File: config.mk
export PLATFORM = sky130hd
export DESIGN_NAME = lsu_align_ctrl
export DESIGN_NICKNAME = d
export VERILOG_FILES = /design/src/rtl/lsu_pkg.sv /design/src/rtl/load_extend.sv /design/src/rtl/lsu_align_ctrl.sv
export SDC_FILE = /design/constraint.sdc
export NUM_CORES = 1
export LEC_CHECK = 0
export ABC_CLOCK_PERIOD_IN_PS = 5330
export CAP_MARGIN = 10
export CORE_MARGIN = 1
export CORE_UTILIZATION = 40
export DETAILED_ROUTE_END_ITERATION = 6
export HOLD_SLACK_MARGIN = 0.03
export PLACE_DENSITY = 0.66
export SLEW_MARGIN = 40
export SYNTH_ARGS = -nofsm -noshare
export SYNTH_HDL_FRONTEND = slang
export SYNTH_SLANG_ARGS = --single-unit
File: constraint.sdc
create_clock -name clk -period 5.33 [get_ports clk]
set_input_delay 0.533 -clock clk [delete_from_list [all_inputs] [get_ports clk]]
set_output_delay 0.533 -clock clk [all_outputs]
set_load 0.005 [all_outputs]
File: src/rtl/lsu_pkg.sv
`default_nettype none
// ---------------------------------------------------------------------------
// lsu_pkg : shared size encodings, FSM states and helpers for the LSU aligner
// Rev 1.0
// ---------------------------------------------------------------------------
package lsu_pkg;

  localparam logic [1:0] SZ_B = 2'd0;
  localparam logic [1:0] SZ_H = 2'd1;
  localparam logic [1:0] SZ_W = 2'd2;
  localparam logic [1:0] SZ_D = 2'd3;

  typedef enum logic [2:0] {
    ST_IDLE   = 3'd0,
    ST_ISSUE0 = 3'd1,
    ST_WAIT0  = 3'd2,
    ST_ISSUE1 = 3'd3,
    ST_WAIT1  = 3'd4,
    ST_RESP   = 3'd5
  } lsu_state_t;

  function automatic logic [3:0] size_bytes(input logic [1:0] size);
    return 4'd1 << size;
  endfunction

endpackage
`default_nettype wire

File: src/rtl/load_extend.sv
`default_nettype none
// ---------------------------------------------------------------------------
// load_extend : shifts the two-beat merge buffer, truncates to the access size
//               and sign/zero-extends to XLEN
// Rev 1.0
// ---------------------------------------------------------------------------
module load_extend
  import lsu_pkg::*;
#(
  parameter int XLEN = 32
) (
  input  logic [2*XLEN-1:0]          merge,
  input  logic [$clog2(XLEN/8)-1:0]  off,
  input  logic [1:0]                 size,
  input  logic                       is_unsigned,
  output logic [XLEN-1:0]            rdata
);

  localparam int IW = $clog2(2*XLEN);

  logic [2*XLEN-1:0] w_shifted;
  logic [IW-1:0]     w_msb;
  logic              w_fill;

  always_comb begin
    rdata     = '0;
    w_shifted = merge >> {off, 3'b000};
    // Index of the most significant loaded bit selects the sign source.
    w_msb     = IW'((8 << size) - 1);
    w_fill    = ~is_unsigned & w_shifted[w_msb];
    for (int i = 0; i < XLEN; i++) begin
      rdata[i] = (i <= int'(w_msb)) ? w_shifted[i] : w_fill;
    end
  end

endmodule
`default_nettype wire

File: src/rtl/lsu_align_ctrl.sv
`default_nettype none
// ---------------------------------------------------------------------------
// lsu_align_ctrl : MEM-stage load/store aligner with two-beat split for
//                  bus-word-crossing accesses
// Rev 1.0
// ---------------------------------------------------------------------------
module lsu_align_ctrl
  import lsu_pkg::*;
#(
  parameter int XLEN        = 32,
  parameter int ADDR_W      = 32,
  parameter bit MISALIGN_EN = 1'b1
) (
  input  logic              clk,
  input  logic              rst_n,
  input  logic              req_valid,
  output logic              req_ready,
  input  logic              req_we,
  input  logic [1:0]        req_size,
  input  logic              req_unsigned,
  input  logic [ADDR_W-1:0] req_addr,
  input  logic [XLEN-1:0]   req_wdata,
  output logic              rsp_valid,
  output logic [XLEN-1:0]   rsp_rdata,
  output logic              rsp_err,
  output logic              mem_req,
  input  logic              mem_gnt,
  output logic [ADDR_W-1:0] mem_addr,
  output logic              mem_we,
  output logic [XLEN/8-1:0] mem_be,
  output logic [XLEN-1:0]   mem_wdata,
  input  logic              mem_rvalid,
  input  logic [XLEN-1:0]   mem_rdata
);

  localparam int NB = XLEN / 8;
  localparam int OW = $clog2(NB);

  lsu_state_t        r_state, w_next;
  logic              r_live;
  logic [ADDR_W-1:0] r_addr;
  logic [1:0]        r_size;
  logic              r_uns, r_we, r_err;
  logic [XLEN-1:0]   r_wdata, r_beat0, r_beat1;

  logic [3:0]        w_req_bytes, w_bytes;
  logic              w_capture, w_misaligned, w_illegal, w_crossing;
  logic [OW-1:0]     w_off;
  logic [ADDR_W-1:0] w_word_addr;
  logic [2*NB-1:0]   w_be_full;
  logic [2*XLEN-1:0] w_wdata_full;
  logic [XLEN-1:0]   w_load_data;

  assign w_req_bytes  = size_bytes(req_size);
  assign w_misaligned = |(req_addr[3:0] & (w_req_bytes - 4'd1));
  assign w_illegal    = ((XLEN == 32) && (req_size == SZ_D)) || (!MISALIGN_EN && w_misaligned);
  // r_live keeps req_ready low while reset is held and for the release cycle.
  assign req_ready    = r_live && (r_state == ST_IDLE);
  assign w_capture    = req_valid && req_ready;

  assign w_off        = r_addr[OW-1:0];
  assign w_bytes      = size_bytes(r_size);
  assign w_crossing   = (32'(w_off) + 32'(w_bytes)) > 32'(NB);
  assign w_word_addr  = {r_addr[ADDR_W-1:OW], {OW{1'b0}}};
  assign w_wdata_full = {{XLEN{1'b0}}, r_wdata} << {w_off, 3'b000};

  always_comb begin
    w_be_full = '0;
    for (int i = 0; i < 2*NB; i++) begin
      w_be_full[i] = (i >= int'(w_off)) && (i < int'(w_off) + int'(w_bytes));
    end
  end

  load_extend #(.XLEN(XLEN)) u_load_extend (
    .merge       ({r_beat1, r_beat0}),
    .off         (w_off),
    .size        (r_size),
    .is_unsigned (r_uns),
    .rdata       (w_load_data)
  );

  always_ff @(posedge clk or negedge rst_n) begin
    if (!rst_n) begin
      r_state <= ST_IDLE;
      r_live  <= 1'b0;
      r_addr  <= '0;
      r_size  <= '0;
      r_uns   <= 1'b0;
      r_we    <= 1'b0;
      r_err   <= 1'b0;
      r_wdata <= '0;
      r_beat0 <= '0;
      r_beat1 <= '0;
    end else begin
      r_live  <= 1'b1;
      r_state <= w_next;
      if (w_capture) begin
        r_addr  <= req_addr;
        r_size  <= req_size;
        r_uns   <= req_unsigned;
        r_we    <= req_we;
        r_err   <= w_illegal;
        r_wdata <= req_wdata;
        r_beat0 <= '0;
        r_beat1 <= '0;
      end
      if (r_state == ST_WAIT0 && mem_rvalid) r_beat0 <= mem_rdata;
      if (r_state == ST_WAIT1 && mem_rvalid) r_beat1 <= mem_rdata;
    end
  end

  always_comb begin
    w_next    = r_state;
    mem_req   = 1'b0;
    mem_addr  = '0;
    mem_we    = 1'b0;
    mem_be    = '0;
    mem_wdata = '0;
    rsp_valid = 1'b0;
    rsp_rdata = '0;
    rsp_err   = 1'b0;
    case (r_state)
      ST_IDLE: begin
        if (w_capture) w_next = w_illegal ? ST_RESP : ST_ISSUE0;
      end
      ST_ISSUE0: begin
        mem_req   = 1'b1;
        mem_addr  = w_word_addr;
        mem_we    = r_we;
        mem_be    = w_be_full[NB-1:0];
        mem_wdata = r_we ? w_wdata_full[XLEN-1:0] : '0;
        if (mem_gnt) w_next = ST_WAIT0;
      end
      ST_WAIT0: begin
        if (mem_rvalid) w_next = w_crossing ? ST_ISSUE1 : ST_RESP;
      end
      ST_ISSUE1: begin
        mem_req   = 1'b1;
        mem_addr  = w_word_addr + ADDR_W'(NB);
        mem_we    = r_we;
        mem_be    = w_be_full[2*NB-1:NB];
        mem_wdata = r_we ? w_wdata_full[2*XLEN-1:XLEN] : '0;
        if (mem_gnt) w_next = ST_WAIT1;
      end
      ST_WAIT1: begin
        if (mem_rvalid) w_next = ST_RESP;
      end
      ST_RESP: begin
        rsp_valid = 1'b1;
        rsp_err   = r_err;
        rsp_rdata = (r_we || r_err) ? '0 : w_load_data;
        w_next    = ST_IDLE;
      end
      default: w_next = ST_IDLE;
    endcase
  end

endmodule
`default_nettype wire

==> out/results.tsv <==
stage	metric	value	unit
outcome	outcome	finished, final reports clean	
sta	period utilization	76.0	%
sta	Fmax achieved	247	MHz
clocking	# clock sinks	129	
sta	Setup TNS	0	ps
synthesis	Cell Area, Synth	0.00801	mm²
grt	initial antenna violation count	2	
layout	area of the multi-input gates	0.00447	mm²
worst_setup_path	CP Buf/Inv Count	2	
synthesis	leading area contributor after synthesis	dfrtp_1	
worst_setup_path	Worst Setup Path Type	flip-flop to output pin	
floorplanning	Rows	51	
power	Clock Power Share	22.0	%
job	Max Cap Viol	0	
sta	RSZ-0062 raised after global routing	false	
synthesis	Post-synth top cells	nand2_1, dfrtp_1, mux2_2	
placement	HPWL Detailed	16400	µm
route	DR vias/cell	5.37	
clocking	Clock transition at path regs	60	ps
synthesis	post-synthesis sequential area ratio	40.3	%
sta	Setup-failing EPs final	0	
clocking	CTS Hold Buffers Added	0	
sta	WHS	88.0	ps
route	DRT Pass-1 Iters	5	
worst_setup_path	critical path capture point type	output pin	
grt	largest net degree at the start of global routing	69	
synthesis	ys async rst share	100	%
worst_setup_path	Setup crit start kind	flip-flop	
layout	Final Instance Area	0.0109	mm²
worst_setup_path	Critical Path Max Stage Delay	770	ps
route	via count	7189	
floorplanning	area of the core	0.0195	mm²
route	final WL	23400	µm
floorplanning	Die H	144	µm
placement	Setup WS pre-CTS	1710	ps
worst_setup_path	crit path DAT	3520	ps
synthesis	Mapped Cells	887	
clocking	Root Buffer Master	clkbuf_16	
clocking	postcts setup bufs	0	
worst_setup_path	crit-path cells	inv_1, fa_1, xnor2_1, maj3_1, a221oi_1, clkdlybuf4s50_1	
worst_setup_path	CP required	4800	ps
synthesis	Synth cell types	58	
worst_setup_path	Worst Path Max Fanout	43	
sta	endpoints failing hold	0	
clocking	clk_lat worst skew	420	ps
synthesis	FF+latch count, synth	129	
sta	clock skew	9.72	ps
floorplanning	Die Area	0.0206	mm²
clocking	CTS tree	done	
synthesis	top_reg_cell synth	dfrtp_1	
layout	Antenna diodes	0	
placement	port buffer count	207	
layout	Register Area	0.00324	mm²
layout	layout cells sized above 1	15.0	%
clocking	CTS Buf Count	17	
power	Lkg Pwr	0.00447	µW
grt	first-pass GRT wire length	36900	µm
route	drt wl/cell	17.5	µm
sta	final worst-path setup slack	1280	ps
route	ANT nets after route	0	
synthesis	Synth Area per Inst	9.03	µm²
worst_hold_path	Worst Hold Class	primary input to async pin	
worst_setup_path	CP max-delay cell	dfrtp_4	
grt	all-layer global routing usage	23.3	%
sta	worst slew pin tran	761	ps
layout	Area Growth Syn to Fin	35.7	%
route	Initial DRC Count	493	
worst_setup_path	crit-path leading delay family	buffers and inverters	
synthesis	post-synth top area share	40.3	%
sta	Final min period	4050	ps
floorplanning	Die X	144	µm
layout	# fillers	1771	
synthesis	Synth area leaders	dfrtp_1, mux2_2, nand2_1	
power	Psw	2220	µW
power	Final Power	5730	µW
grt	global route overflow	0	
sta	Max-slew headroom	49.1	%
power	Max IR drop VDD	0.284	mV
placement	gpl congestion	0.867	
sta	Pins Over Slew Limit	0	
grt	vias in the first global route	6833	
route	DRC viols	0	
synthesis	number of synthesized flops with an enable pin	0	
clocking	H-Tree Depth	4	
synthesis	most frequent cell after synthesis	nand2_1	
clocking	CTS Buffer Depth	2	
synthesis	Syn. warnings	0	
power	Internal	3510	µW
power	Sw Share	38.7	%
power	Logic pwr share	44.9	%
power	PD cells	527	mW/mm²
power	Seq pwr share	33.1	%
floorplanning	# IOs	210	
placement	Placed Instance Area	0.0102	mm²
layout	nets	1171	
clocking	post-CTS sizing	0	
floorplanning	Starting Density	41.0	%
cells by family after synthesis:
group	count (synthesis)	synth area share [%]
XOR/XNOR	27	2.95
multiplexers	144	19.4
adder cells (fa/ha/maj)	7	1.12
flip-flops	129	40.3
AO/OA/AOI/OAI	155	11.5
AND/OR/NAND/NOR	349	20.4
other	2	0.0937
buffers and inverters	74	4.22
power groups by stage:
stage               logic [µW]  registers, µW  clock network (µW)
floorplan                 1880           1660                   0
global placement          2520           1890                   0
detailed placement        2550           1900                   0
CTS                       2580           1890                1280
global route              2830           1960                1330
finish                    2580           1900                1260
through the flow:
stage	cells	util, %
6_report	1339	55.7
5_1_grt	1339	55.7
4_1_cts	1339	55.7
3_5_place_dp	1307	52.4
3_3_place_gp	1307	52.4
2_1_floorplan	888	-
worst register-to-register path: cells and delay by family, from the launching register on:
family,cells,cell delay (ps)
XOR/XNOR,1,330
AO/OA/AOI/OAI,3,730
buffers and inverters,1,390
flip-flops,1,770
adder cells (fa/ha/maj),1,510
worst paths after layout:
| check | startpoint | endpoint | slack [ps] | cells after the start |
|---|---|---|---|---|
| setup / recovery | r_addr[1] | mem_be[1] | 1280 | 6 |
| hold / removal | rst_n | r_wdata[30] | 90 | 1 |
| setup reg to reg | r_addr[1] | r_state[2] | 2500 | 6 |
| hold reg to reg | r_beat1[13] | r_beat1[13] | 500 | 2 |
| max in group asynchronous | rst_n | r_addr[0] | 4420 | 2 |
| min in group clk | r_beat1[13] | r_beat1[13] | 500 | 2 |
registers in the layout, summed over array words and instances, names as in the netlist:
signal,count
r_err,1
r_we,1
r_live,1
r_beat1,24
r_wdata,32
r_size,2
r_beat0,32
r_state,3
r_uns,1
r_addr,32
metal layers:
metal	vias to the layer above	part of all wire, %	GRT usage [%]
met4	4	1.8	6.66
met3	30	7.7	6.70
met1	3451	45	31.8
li1	3451	-	-
met5	-	0.11	0
met2	253	45	35.7
cells in the final DEF, fill, tap and decap left out, types with 7 or more instances in the layout:
| cell type | netlist | final |
|---|---|---|
| a21oi_1 | 26 | 26 |
| and3_1 | 10 | 9 |
| mux2_2 | 92 | 92 |
| buf_4 | 3 | 7 |
| nor3_1 | 11 | 11 |
| o21ai_2 | 10 | 10 |
| nand3_1 | 47 | 46 |
| nor2_1 | 55 | 55 |
| dfrtp_1 | 129 | 127 |
| xnor2_1 | 19 | 19 |
| nor2b_1 | 11 | 11 |
| clkdlybuf4s50_1 | 0 | 206 |
| nand2_1 | 170 | 169 |
| o21ai_0 | 73 | 73 |
| xor2_1 | 8 | 8 |
| a22oi_1 | 8 | 8 |
| a211oi_1 | 18 | 18 |
| nand4_1 | 7 | 7 |
| o22ai_1 | 9 | 9 |
| mux2i_1 | 51 | 51 |
| or3_1 | 7 | 7 |
| clkbuf_16 | 0 | 17 |
| inv_1 | 11 | 11 |
final cells by class:
| cell class | count | share of cell area (%) |
|---|---|---|
| Tap cell | 265 | 3.05 |
| Multi-Input combinational cell | 685 | 41.1 |
| Sequential cell | 129 | 29.8 |
| Inverter | 13 | 0.449 |
| Timing Repair Buffer | 215 | 19.7 |
| Clock inverter | 12 | 1.67 |
| Clock buffer | 20 | 4.20 |
(Power assumes the default switching activity.)
